### src/rtl/dmem_arb_pkg.sv
// rtl/dmem_arb_pkg.sv - shared types and constants for the data-memory arbiter
package dmem_arb_pkg;

    typedef enum logic [1:0] {
        IDLE   = 2'd0,
        ACCESS = 2'd1,
        RESP   = 2'd2
    } state_t;

    localparam logic       P_CPU      = 1'b0;
    localparam logic       P_LDR      = 1'b1;
    localparam logic [1:0] ALIGN_MASK = 2'b00;

endpackage

### src/rtl/rr_arb2.sv
// rtl/rr_arb2.sv - combinational two-way round-robin pick
module rr_arb2
    import dmem_arb_pkg::*;
(
    input  logic i_req0,
    input  logic i_req1,
    input  logic i_last,
    output logic o_gnt,
    output logic o_valid
);

    // On a tie the port that was not granted last wins; a lone request always wins.
    always_comb begin
        o_valid = i_req0 | i_req1;
        if (i_req0 && i_req1) begin
            o_gnt = ~i_last;
        end else if (i_req1) begin
            o_gnt = P_LDR;
        end else begin
            o_gnt = P_CPU;
        end
    end

endmodule

### src/rtl/dmem_arbiter.sv
// rtl/dmem_arbiter.sv - two-port round-robin arbiter and sequencer for the data memory
module dmem_arbiter
    import dmem_arb_pkg::*;
#(
    parameter int ADDR_LIMIT = 252,
    parameter int AW         = 32,
    parameter int DW         = 32
) (
    input  logic          clk,
    input  logic          rst_n,
    input  logic          p0_req,
    input  logic          p0_we,
    input  logic [AW-1:0] p0_addr,
    input  logic [DW-1:0] p0_wdata,
    output logic          p0_ack,
    output logic          p0_err,
    output logic [DW-1:0] p0_rdata,
    output logic          p0_stall,
    input  logic          p1_req,
    input  logic          p1_we,
    input  logic [AW-1:0] p1_addr,
    input  logic [DW-1:0] p1_wdata,
    output logic          p1_ack,
    output logic          p1_err,
    output logic [DW-1:0] p1_rdata,
    output logic [AW-1:0] mem_addr,
    output logic [DW-1:0] mem_wdata,
    output logic          mem_write,
    output logic          mem_read,
    input  logic [DW-1:0] mem_rdata
);

    state_t        r_state;
    logic          r_ptr;
    logic          r_idx;
    logic          r_we;
    logic          r_err;
    logic [AW-1:0] r_addr;
    logic [DW-1:0] r_wdata;
    logic [DW-1:0] r_rdata0;
    logic [DW-1:0] r_rdata1;

    logic          w_gnt;
    logic          w_valid;
    logic          w_req_we;
    logic [AW-1:0] w_req_addr;
    logic [DW-1:0] w_req_wdata;
    logic          w_legal;
    logic          w_access;
    logic          w_resp;

    rr_arb2 u_rr_arb2 (
        .i_req0  (p0_req),
        .i_req1  (p1_req),
        .i_last  (r_ptr),
        .o_gnt   (w_gnt),
        .o_valid (w_valid)
    );

    // Select the winner's request fields and judge the address.
    always_comb begin
        w_req_we    = (w_gnt == P_LDR) ? p1_we    : p0_we;
        w_req_addr  = (w_gnt == P_LDR) ? p1_addr  : p0_addr;
        w_req_wdata = (w_gnt == P_LDR) ? p1_wdata : p0_wdata;
        w_legal     = (w_req_addr[1:0] == ALIGN_MASK) && (w_req_addr <= AW'(ADDR_LIMIT));
    end

    // Sequencer: grant in IDLE, one memory cycle in ACCESS, ack in RESP.
    // r_addr/r_wdata drive the memory bus directly and load only on legal grants,
    // so the bus holds its last value outside ACCESS.
    always_ff @(posedge clk or negedge rst_n) begin
        if (!rst_n) begin
            r_state  <= IDLE;
            r_ptr    <= P_LDR;
            r_idx    <= P_CPU;
            r_we     <= 1'b0;
            r_err    <= 1'b0;
            r_addr   <= '0;
            r_wdata  <= '0;
            r_rdata0 <= '0;
            r_rdata1 <= '0;
        end else begin
            case (r_state)
                IDLE: begin
                    if (w_valid) begin
                        r_idx <= w_gnt;
                        r_ptr <= w_gnt;
                        r_we  <= w_req_we;
                        if (w_legal) begin
                            r_addr  <= w_req_addr;
                            r_wdata <= w_req_wdata;
                            r_err   <= 1'b0;
                            r_state <= ACCESS;
                        end else begin
                            r_err   <= 1'b1;
                            r_state <= RESP;
                        end
                    end
                end
                ACCESS: begin
                    if (!r_we) begin
                        if (r_idx == P_LDR) begin
                            r_rdata1 <= mem_rdata;
                        end else begin
                            r_rdata0 <= mem_rdata;
                        end
                    end
                    r_state <= RESP;
                end
                RESP: begin
                    r_state <= IDLE;
                end
                default: begin
                    r_state <= IDLE;
                end
            endcase
        end
    end

    // Decode memory strobes and port responses from state; reset clears them at once.
    always_comb begin
        w_access  = (r_state == ACCESS);
        w_resp    = (r_state == RESP);
        mem_addr  = r_addr;
        mem_wdata = r_wdata;
        mem_write = w_access & r_we;
        mem_read  = w_access & ~r_we;
        p0_ack    = w_resp & (r_idx == P_CPU);
        p1_ack    = w_resp & (r_idx == P_LDR);
        p0_err    = p0_ack & r_err;
        p1_err    = p1_ack & r_err;
        p0_rdata  = r_rdata0;
        p1_rdata  = r_rdata1;
        p0_stall  = p0_req & ~p0_ack;
    end

endmodule

### config.mk
export PLATFORM = sky130hd
export DESIGN_NAME = dmem_arbiter
export DESIGN_NICKNAME = d
export VERILOG_FILES = /design/src/rtl/dmem_arb_pkg.sv /design/src/rtl/rr_arb2.sv /design/src/rtl/dmem_arbiter.sv
export SDC_FILE = /design/constraint.sdc
export NUM_CORES = 1
export LEC_CHECK = 0
export ABC_AREA = 1
export CORE_MARGIN = 2
export CORE_UTILIZATION = 37
export CTS_CLUSTER_SIZE = 25
export DETAILED_ROUTE_END_ITERATION = 10
export GPL_TIMING_DRIVEN = 0
export PLACE_DENSITY = 0.85
export SLEW_MARGIN = 20
export SYNTH_ARGS = -nofsm -noshare
export SYNTH_HDL_FRONTEND = slang
export SYNTH_SLANG_ARGS = --single-unit
### constraint.sdc
create_clock -name clk -period 2 [get_ports clk]
set_input_delay 0.4 -clock clk [delete_from_list [all_inputs] [get_ports clk]]
set_output_delay 0.4 -clock clk [all_outputs]
set_load 0.05 [all_outputs]
; After elaboration in Yosys (flattened, before gate mapping)
; Index checks and enable logic that the tools add are counted.
[totals]
reg_bits = 134
inputBits = 166
output_inout_bits = 135
[op_classes]
eq_ne = 3
mux = 9
bitwise_logic = 12
n_reduce_logical = 8
order_cmp = 1
[ops]
columns = operator, n
row1 = two-way mux 32 bit, 2
row2 = less-or-equal comparator 32 x 8 -> 1 bit (second input constant), 1
row3 = AND reduction 3 bit, 3
row4 = bitwise AND 1 bit, 7
row5 = logical NOT 2 bit, 2
row6 = two-way mux 1 bit, 4
row7 = two-way mux 2 bit, 2
row8 = inverter 1 bit, 4
row9 = one-hot mux 2 bit (2 select lines), 1
row10 = == test 2 x 1 -> 1 bit (second input constant), 1
row11 = == test 2 bit (second input constant), 1
row12 = logical AND 1 bit, 2
row13 = inequality test 2 x 1 -> 1 bit (second input constant), 1
row14 = AND reduction 2 bit, 1
row15 = OR 1 bit, 1

; Longest topological paths before layout
; Gate-level depths: netlist (run 1).
[depth]
depth_word = 8
ltp_mapped = 14
depth_no_buf = 11

; Hierarchy
; A second synthesis (run 1) with hierarchy kept.
[hier_totals]
cells_unflattened = 782
hier_area_um2 = 6059.6
[by_module_without_submodules]
columns = mod, cells_each, area_per_inst_um2, instances
row1 = dmem_arbiter, 779, 6044.5, 1
row2 = rr_arb2, 3, 15.0, 1

; Least setup slack after synthesis (run 1)
; Ideal clock, no wire load.
[synth_path]
path_type = register to output
startpoint = reg r_state[0]
endpoint = out p0_err
arrival_ns = 2.398
path_slack_ns = -0.798
n_path_buf = 0
stages_incl_launch_ff = 4
cell_sequence = dfrtp_1 > nor3_1 > inv_1 > nor2_1
[synth_via]
elab_chain_len = 3
[synth_rtl]
columns = item, line
row1 = start: declaration, dmem_arbiter.sv:33  ; state_t r_state;
row2 = start signal: assignment, dmem_arbiter.sv:73  ; r_state <= IDLE;
row3 = start signal: assignment, dmem_arbiter.sv:93  ; r_state <= ACCESS;
row4 = start signal: assignment, dmem_arbiter.sv:96  ; r_state <= RESP;
row5 = == test 2 bit, dmem_arbiter.sv:123  ; w_resp = (r_state == RESP);
row6 = bitwise AND 1 bit, dmem_arbiter.sv:128  ; p0_ack = w_resp & (r_idx == P_CPU);
row7 = via p0_ack, dmem_arbiter.sv:15  ; output logic p0_ack,
row8 = bitwise AND 1 bit, dmem_arbiter.sv:130  ; p0_err = p0_ack & r_err;
row9 = end: declaration, dmem_arbiter.sv:16  ; output logic p0_err,
; The timed path passes the listed nets, and every way through them passes these cells.

; Worst setup path after layout (run 1)
[layout_path]
startpoint = reg r_ptr
endpoint = reg r_addr[2] (netlist: mem_addr[2])
[layout_via]
elab_chain_len = 6
elab_cells_between_ends = 7
[layout_rtl]
columns = item, line
row1 = start: declaration, dmem_arbiter.sv:34  ; logic r_ptr;
row2 = start signal: assignment, dmem_arbiter.sv:87  ; r_ptr <= w_gnt;
row3 = inverter 1 bit (*), rr_arb2.sv:16  ; o_gnt = ~i_last;
row4 = two-way mux 1 bit (*), rr_arb2.sv:15  ; if (i_req0 && i_req1) begin
row5 = two-way mux 32 bit (*), dmem_arbiter.sv:63  ; w_req_addr = (w_gnt == P_LDR) ? p1_addr : p0_addr;
row6 = less-or-equal comparator 32 x 8 -> 1 bit or logical NOT 2 bit (tied branches), dmem_arbiter.sv:65  ; w_legal = (w_req_addr[1:0] == ALIGN_MASK) && (w_req_addr <= AW'(ADDR_LIMIT));
row7 = logical AND 1 bit, dmem_arbiter.sv:65
row8 = AND reduction 3 bit (no source line), -
row9 = end signal: assignment, dmem_arbiter.sv:90  ; r_addr <= w_req_addr;
row10 = end: declaration, dmem_arbiter.sv:38  ; logic [AW-1:0] r_addr;
; Mark *: on every way between the ends. The rest lies on a longest branch, timed or not.
; A chain may end at the register's enable or synchronous reset.

==> results of run 1 <==
## power groups by stage
| stage | Sequential [mW] | Combinational (mW) | Clock (mW) |
|---|---|---|---|
| 2_1_floorplan | 2.79 | 0.366 | 0 |
| 3_3_place_gp | 2.79 | 0.868 | 0 |
| 3_5_place_dp | 2.79 | 0.887 | 0 |
| 4_1_cts | 2.75 | 0.924 | 3.11 |
| 5_1_grt | 2.75 | 1.04 | 3.25 |
| 6_report | 2.74 | 0.943 | 3.08 |
## flip-flops by register name, summed over array words and instances (netlist names)
register / flops
p0_rdata: 32
p1_rdata: 32
r_state: 2
r_we: 1
r_idx: 1
mem_wdata: 32
mem_addr: 32
r_ptr: 1
r_err: 1
## through the flow
| stage | util | power, mW | setup WS (ps) | std cells | TNS (ps) |
|---|---|---|---|---|---|
| after floorplan | - | 3.15 | -335 | 768 | -335 |
| after global placement | 0.586 | 3.66 | -4670 | 1283 | -666860 |
| after detailed placement | 0.588 | 3.68 | -794 | 1284 | -49770 |
| after CTS | 0.635 | 6.78 | -105 | 1328 | -5270 |
| after global routing | 0.659 | 7.03 | -268 | 1335 | -13530 |
| final | 0.659 | 6.76 | -138 | 1335 | -5730 |
## cell usage after synthesis (all sizes together)
cell type,instances,area (µm²)
mux2i,6,60.1
nand2,339,1280
nand3b,12,90.1
clkbuf,19,71.3
buf,26,178
dfstp,1,26.3
nor3,2,10.0
nand3,6,30.0
dfrtp,133,3330
clkinv,1,3.75
nor2,20,80.1
nand4,38,238
inv,93,349
o22ai,1,6.26
o21ai,70,350
nor4,1,6.26
## per-layer routing
metal	part of all wire	vias up	global-route usage
met4	0.034	0	0.102
met3	0.092	54	0.0728
met5	0	-	0
li1	-	3057	-
met1	0.37	3028	0.283
met2	0.50	338	0.407
## area by class of cell
cell class / instances / area (µm²) / area share
buffer: 45 / 319 / 0.0303
inverter: 94 / 360 / 0.0342
multi-input combinational: 495 / 2300 / 0.218
tap: 216 / 270 / 0.0256
clock inverter: 14 / 151 / 0.0144
timing repair buffer: 319 / 3360 / 0.318
clock buffer: 18 / 429 / 0.0407
sequential: 134 / 3360 / 0.318
## cells by family (layout without fill, tap and decap cells)
family	after synthesis	after routing	share of synthesized area
multiplexers	6	6	0.00984
flip-flops	134	134	0.549
buffers and inverters	139	490	0.0986
AO/OA/AOI/OAI	71	71	0.0584
AND/OR/NAND/NOR	418	418	0.284
## worst min path at each step
| stage | to | cells after the start | startpoint | slack (ps) |
|---|---|---|---|---|
| floorplan | mem_addr[0]$_DFFE_PN0P_ | 0 | rst_n | 100 |
| global placement | mem_wdata[20]$_DFFE_PN0P_ | 2 | mem_wdata[20]$_DFFE_PN0P_ | 450 |
| detailed placement | mem_addr[11]$_DFFE_PN0P_ | 1 | rst_n | 310 |
| CTS | mem_addr[11]$_DFFE_PN0P_ | 2 | rst_n | 470 |
| global route | mem_addr[11]$_DFFE_PN0P_ | 2 | rst_n | 490 |
| finish | mem_addr[8]$_DFFE_PN0P_ | 2 | mem_addr[8]$_DFFE_PN0P_ | 470 |
## worst register-to-register path, delay by kind of cell (launching register included)
family / cells / cell delay (ps)
flip-flops: 1 / 560
buffers and inverters: 4 / 510
AND/OR/NAND/NOR: 10 / 960
## timing repair
| action | CTS | global route |
|---|---|---|
| resized for setup | 124 | 119 |
| buffers inserted | 6 | 5 |
| endpoints found under the setup margin | 105 | 153 |
| pin swaps | 4 | 4 |
| cloned | 5 | 2 |
| hold buffers | 1 | 0 |
| hold endpoints to repair | 42 | 0 |
==> run metrics, run 1 <==
WP buf/inv 4; post-synthesis cell type count 23; post-route minimum period 2140 ps; Routed Antenna Nets 0; NetSw 1.72 mW; YS warnings 0; Max Slew Vio Count 0; design area 0.0105 mm²; setup ws final -138 ps; Slew HR 0.620; n_diodes 0; final wirelength 22.3 mm; CTS Root Cell clkbuf_16; Post-Syn Nets 934; final-report hold violation count 0; P&R area growth vs syn 72.7%; max-cap violation count 0; Worst-Margin Slew ~570 ps; wire length of the first global-routing pass 33.1 mm; DR iter-0 viols 315; Reg2Reg Setup Slack -140 ps; crit path launch r_ptr$_DFFE_PN1P_; Final setup viols 63; sequential area share after synthesis 0.549; Crit path largest cell delay 560 ps; detailed-route via count 6477; period utilization 1.07; die area 0.0175 mm²; most common cell after layout, fill and taps aside nand2_1; Total GRT Usage 0.240; Flop pwr share 0.406; status complete, but fails checks; routability cong. 0.887; crit start category flop; most frequent cells in the layout nand2_1 (306), clkdlybuf4s50_1 (171), dfrtp_1 (132); leakage 6.02 nW; Hold WC Path Type flop to flop; initial antenna violation count 0; wire per inst 16.7 µm; Worst Path Required 2300 ps; DRC errors left 0; Net Sw Frac 0.254; router iterations before antenna repair 5; CP endpoint kind flop; WP depth 14; worst skew pair latency around 410 ps; unrepaired setup endpoints after global routing true; CTS tree built; power per cell area 641 mW/mm²; Starting Density 0.382; worst setup path endpoint mem_addr[2]$_DFFE_PN0P_; Gate Count Post-Synth 768; WHS approximately 470 ps; Max Root-Sink Buffers 2; IO Pins ~300; port buffer count 299; # fillers 1276; CTS H-tree lvls 4; total CTS buffers 17; largest net degree at the start of global routing between 90 and 100; mapped cell area 0.00610 mm²; Critical Path AT 2440 ps; CP Class flop to flop; worst-case reg-to-reg path depth 14; total core area 0.0160 mm²; syn avg cell area 7.95 µm²; num rows 46; crit-path max FO 8; Post-Place Cell Area 0.00941 mm²; Logic pwr share 0.139; CTS Sinks 134; Int Power between 5 and 6 mW; clock skew around 7.9 ps; FF-to-FF End mem_addr[2]$_DFFE_PN0P_; failing checks setup timing; Slowest-stage cell, CP dfstp_2; fmax 0.468 GHz; nets between 1000 and 1500; Worst-path clk slew about 60 ps; Peak VDD IR 586 µV; vias per inst 4.85; grt ovf 0; Worst path most repeated cell nand2_1; Die W between 100 and 150 µm; synthesized flop and latch total 134; hpwl dp 15.6 mm; crit-path leading delay family simple AND/OR/NAND/NOR gates; CP cell instances nand2_4 -> nand2_8 -> inv_8 -> buf_6 -> nand2_1 -> nand2_1 -> nor2_1 -> nand3_1 -> nor2_4 -> nand3_4 -> buf_8 -> clkbuf_16 -> nand2_1 -> nand2_1; Critical R2R Launch r_ptr$_DFFE_PN1P_; die height 132 µm; number of global-route vias before repair 6441; Clk network pwr share 0.455; layout cells sized above 1 0.139
Power figures use the tool's default switching activity.
==> run 2: changes to the inputs <==
- PLACE_DENSITY: 0.85 -> 0.83
- SLEW_MARGIN: 20 -> unset
==> run 2 against run 1 <==
The run still ends with setup timing left. Register-to-register slack improved by 20 ps. Via count fell by 2.6%. First-iteration DRC count down 14%. Clock power grew 7.5%. Total power is 3.1% higher. Clock skew rose by 2.4 ps. Die area unchanged. Largest cell class unchanged. Highest routed layer unchanged.
==> run metrics, run 2 (synthesis results as in run 1) <==
layout cells sized above 1 0.132; final wirelength approximately 21 mm; n_diodes 0; FF-to-FF End mem_addr[20]$_DFFE_PN0P_; port buffer count 299; wire length of the first global-routing pass 32.5 mm; Die W 132 µm; router iterations before antenna repair 6; Peak VDD IR 593 µV; failing checks setup timing; unrepaired setup endpoints after global routing true; clock skew a little over 10 ps; hpwl dp 15.5 mm; Slowest-stage cell, CP clkdlybuf4s50_1; Cell Count, Final, Fillers Out 1327; DR iter-0 viols 272; setup ws final -122 ps; grt ovf 0; total CTS buffers 17; routability cong. 0.867; crit start category input pin; Critical Path AT 2430 ps; Crit path largest cell delay 480 ps; vias per inst 4.75; Max Root-Sink Buffers 2; hold depth 2; Max Slew Vio Count 0; Worst-Margin Slew 598 ps; initial antenna violation count 0; post-place setup slack -735 ps; worst-case reg-to-reg path depth 14; Overall Power between 6 and 7 mW; Critical R2R Launch r_ptr$_DFFE_PN1P_; final-report hold violation count 0; fmax 0.471 GHz; Hold WC Path Type flop to flop; period utilization 1.06; max-cap violation count 0; hold path endpoint mem_addr[17]$_DFFE_PN0P_; power per cell area 664 mW/mm²; CP cell instances clkdlybuf4s50_1 -> nand2_4 -> nand2_8 -> buf_4 -> nand2_1 -> nand2_1 -> nor2_1 -> nand3_1 -> nor2_4 -> nand3_4 -> buf_12 -> buf_8 -> nand2_1 -> inv_2; Total GRT Usage 0.235; detailed-route via count 6307; num rows 46; Worst Path Required 2310 ps; P&R area growth vs syn 72.0%; CTS tree built; Reg2Reg Setup Slack -120 ps; CTS Root Cell clkbuf_16; number of global-route vias before repair approximately 6300; DRC errors left 0; hold path startpoint mem_addr[17]$_DFFE_PN0P_; nets 1265; dpl cells ~1300; largest net degree at the start of global routing between 70 and 80; Slew HR 0.601; Worst-path clk slew approximately 60 ps; CP endpoint kind flop; wire per inst approximately 16 µm; Starting Density 0.382; Worst path most repeated cell nand2_1; IO Pins 301; worst skew pair latency 420 ps; most frequent cells in the layout nand2_1 (302), clkdlybuf4s50_1 (164), dfrtp_1 (133); CP Class input pin to flop; leakage between 5 and 6 nW; CTS Sinks 134; die area between 0.015 and 0.02 mm²; CTS H-tree lvls 4; total core area 0.0160 mm²; Final setup viols 56; post-route minimum period 2120 ps; most common cell after layout, fill and taps aside nand2_1; status complete, but fails checks; Routed Antenna Nets 0; die height 132 µm; crit-path max FO 10
-- run 2: what timing repair did --
item | CTS | global route
setup endpoints to repair | 126 | 142
gates cloned | 2 | 1
hold buffers | 1 | 0
setup buffers | 8 | 1
pin swaps | 7 | 11
hold endpoints to repair | 46 | 0
gates resized for setup | 139 | 111
-- run 2: cell type report --
cell class                      count  area (µm²)
Buffer                             44         328
Fill cell                        1346        5500
Tap cell                          216         270
Clock inverter                     14         199
Multi-Input combinational cell    495        2300
Clock buffer                       17         425
Sequential cell                   134        3350
Inverter                           94         358
Timing Repair Buffer              313        3260
-- run 2: metal layers --
layer / vias to the layer above / GRT usage / wire length, µm
met2: 302 / 0.396 / 10400
met5: - / 0 / 0
met1: 2912 / 0.277 / 8190
li1: 3045 / - / -
met4: 0 / 0.0932 / 672
met3: 48 / 0.0808 / 1740
-- run 2: per-stage QoR --
step | TNS (ps) | hold slack (ps) | util | instance area, µm²
after floorplan | -335 | 104 | - | 6120
after global placement | -680040 | 453 | 0.586 | 9380
after detailed placement | -47140 | 431 | 0.588 | 9410
after CTS | -4120 | 471 | 0.638 | 10200
after global routing | -11320 | 486 | 0.656 | 10500
final | -5130 | 466 | 0.656 | 10500
-- run 2: power by group --
group | internal (mW) | switching, mW
Clock | 2.10 | 1.21
Sequential | 2.73 | 0.0131
Combinational | 0.463 | 0.463
-- run 2: worst max-delay path, delay by kind of cell --
kind	cells	cell delay, ps
buffers and inverters	5	1020
AND/OR/NAND/NOR	9	990
-- run 2: worst max path at each step --
| stage | from | to | slack [ps] | cells after the start |
|---|---|---|---|---|
| floorplan | r_state[0]$_DFFE_PN0P_ | p0_err | -340 | 3 |
| global placement | rst_n | mem_wdata[5]$_DFFE_PN0P_ | -4760 | 1 |
| detailed placement | p0_req | mem_addr[2]$_DFFE_PN0P_ | -730 | 15 |
| CTS | r_ptr$_DFFE_PN1P_ | mem_addr[2]$_DFFE_PN0P_ | -110 | 14 |
| global route | r_ptr$_DFFE_PN1P_ | mem_addr[2]$_DFFE_PN0P_ | -220 | 14 |
| finish | p0_req | mem_addr[20]$_DFFE_PN0P_ | -120 | 14 |
==> run 3: changes to the inputs <==
- clock period: 2 -> 1.85 ns (I/O delays scaled with it)
==> run 3 against run 2 <==
The flow still finishes with violations (setup timing). Final area down 2.5%. Global-route usage up 0.55 points. Critical path type is now flop to flop. First-iteration DRC count grew 20%.
==> run metrics, run 3 (synthesis results as in run 1) <==
power per cell area 747 mW/mm²; detailed-route via count around 6300; Peak VDD IR 606 µV; IO Pins 301; vias per inst 4.71; max-cap violation count 0; unrepaired setup endpoints after global routing true; most common cell after layout, fill and taps aside nand2_1; num rows between 40 and 50; fmax 0.471 GHz; n_diodes 0; total core area between 0.015 and 0.02 mm²; NetSw roughly 1.9 mW; status complete, but fails checks; Final setup viols 67; leakage 5.53 nW; CTS Root Cell clkbuf_16; number of global-route vias before repair 6358; nets 1267; period utilization 1.15; most frequent cells in the layout nand2_1 (317), clkdlybuf4s50_1 (163), dfrtp_1 (132); Clk network pwr share 0.479; setup ws final -273 ps; worst skew pair latency 420 ps; DR iter-0 viols 327; wire per inst 15.5 µm; Die W 132 µm; port buffer count 299; Reg2Reg Setup Slack -270 ps; Worst-path clk slew 60 ps; Hold WC Path Type input pin to asynchronous set/reset pin; crit-path max FO 10; die height 132 µm; Slew HR 0.598; router iterations before antenna repair 5; Critical Path AT 2430 ps; layout cells sized above 1 0.136; crit start category flop; Overall Power 7.65 mW; initial antenna violation count 0; post-route minimum period 2120 ps; wire length of the first global-routing pass ~33 mm; CTS H-tree lvls 4; Max Slew Vio Count 0; CP endpoint kind flop; Max Root-Sink Buffers 2; total CTS buffers 17; Int Power 5.77 mW; worst-case reg-to-reg path depth 14; CTS tree built; CTS Sinks between 100 and 150; Routed Antenna Nets 0; final-report hold violation count 0; Flop pwr share 0.388; Worst Path Required 2160 ps; final wirelength 20.7 mm; Logic pwr share 0.133; DRC errors left 0; hpwl dp 15.9 mm; Net Sw Frac 0.246; die area approximately 0.018 mm²; Starting Density 0.382; Total GRT Usage 0.241; routability cong. 0.911; grt ovf 0; failing checks setup timing; CP Class flop to flop; P&R area growth vs syn 67.7%; Worst-Margin Slew around 610 ps; largest net degree at the start of global routing 95; post-place setup slack -818 ps; clock skew 11.3 ps
[run 3: cell types whose count changed in the layout (fill, tap and decap cells not counted), sizes merged]
cell / change
clkdlybuf4s15: -1
clkinv: -1
buf: +3
dlymetal6s2s: -72
inv: +2
nand2: +1
clkdlybuf4s50: -1
clkinvlp: -1
dlygate4sd2: +73
[run 3: per-stage QoR]
step | cell area, µm² | TNS, ps | std cells | hold slack (ps) | util
3_5_place_dp | 9450 | -52560 | 1284 | 300 | 0.591
6_report | 10200 | -15540 | 1330 | 435 | 0.640
2_1_floorplan | 6160 | -300 | 768 | 74.4 | -
4_1_cts | 10100 | -14860 | 1327 | 415 | 0.631
5_1_grt | 10200 | -23870 | 1330 | 454 | 0.640
3_3_place_gp | 9420 | -688750 | 1283 | 454 | 0.589
[run 3: repair_timing]
action                                  CTS  global route
resized for setup                       195            53
endpoints found under the setup margin  202           133
buffers inserted                          8             0
pin swaps                                 6             3
hold buffers                              1             0
gates cloned                              2             3
endpoints found under the hold margin    40             0
[run 3: area by class of cell]
class	instances	area [µm²]
repair buffers	313	3010
multi-input cells	496	2290
well taps	216	270
plain buffers	45	320
flip-flops and latches	134	3360
clock buffers	18	429
fillers	1392	5760
inverters	94	358
clock inverters	14	213
[run 3: final timing paths]
path,from,end
setup / recovery,r_ptr$_DFFE_PN1P_,mem_addr[2]$_DFFE_PN0P_
hold / removal,rst_n,p1_rdata[12]$_DFFE_PN0P_
setup reg to reg,r_ptr$_DFFE_PN1P_,mem_addr[2]$_DFFE_PN0P_
hold reg to reg,mem_wdata[20]$_DFFE_PN0P_,mem_wdata[20]$_DFFE_PN0P_
max in group asynchronous,rst_n,r_state[0]$_DFFE_PN0P_
min in group clk,mem_wdata[20]$_DFFE_PN0P_,mem_wdata[20]$_DFFE_PN0P_
[run 3: critical path: stages (launching register included)]
cell       delay (ps)
dfstp_2           560
nand2_4           100
nand2_8           120
clkbuf_16         150
nand2_1            50
nand2_1            50
nand2_1            50
nor2_1            120
nand2_2            90
nor2_4            180
nand3_4           140
buf_8             180
buf_8             140
nand2_1            60
nand2_1            50
[run 3: per-layer routing]
metal,part of all wire,up-vias,wire [µm],global-route usage
met1,0.38,2901,7930,0.273
met5,0,-,0,0
met3,0.072,36,1490,0.0678
met4,0.021,0,444,0.0920
li1,-,3050,-,-
met2,0.52,274,10800,0.430
[run 3: power groups by stage]
stage	sequential, mW	clock (mW)	combinational (mW)
after floorplan	3.02	0	0.407
after global placement	3.02	0	0.943
after detailed placement	3.02	0	0.958
after CTS	2.97	3.72	0.983
after global routing	2.97	3.85	1.12
final	2.97	3.66	1.02
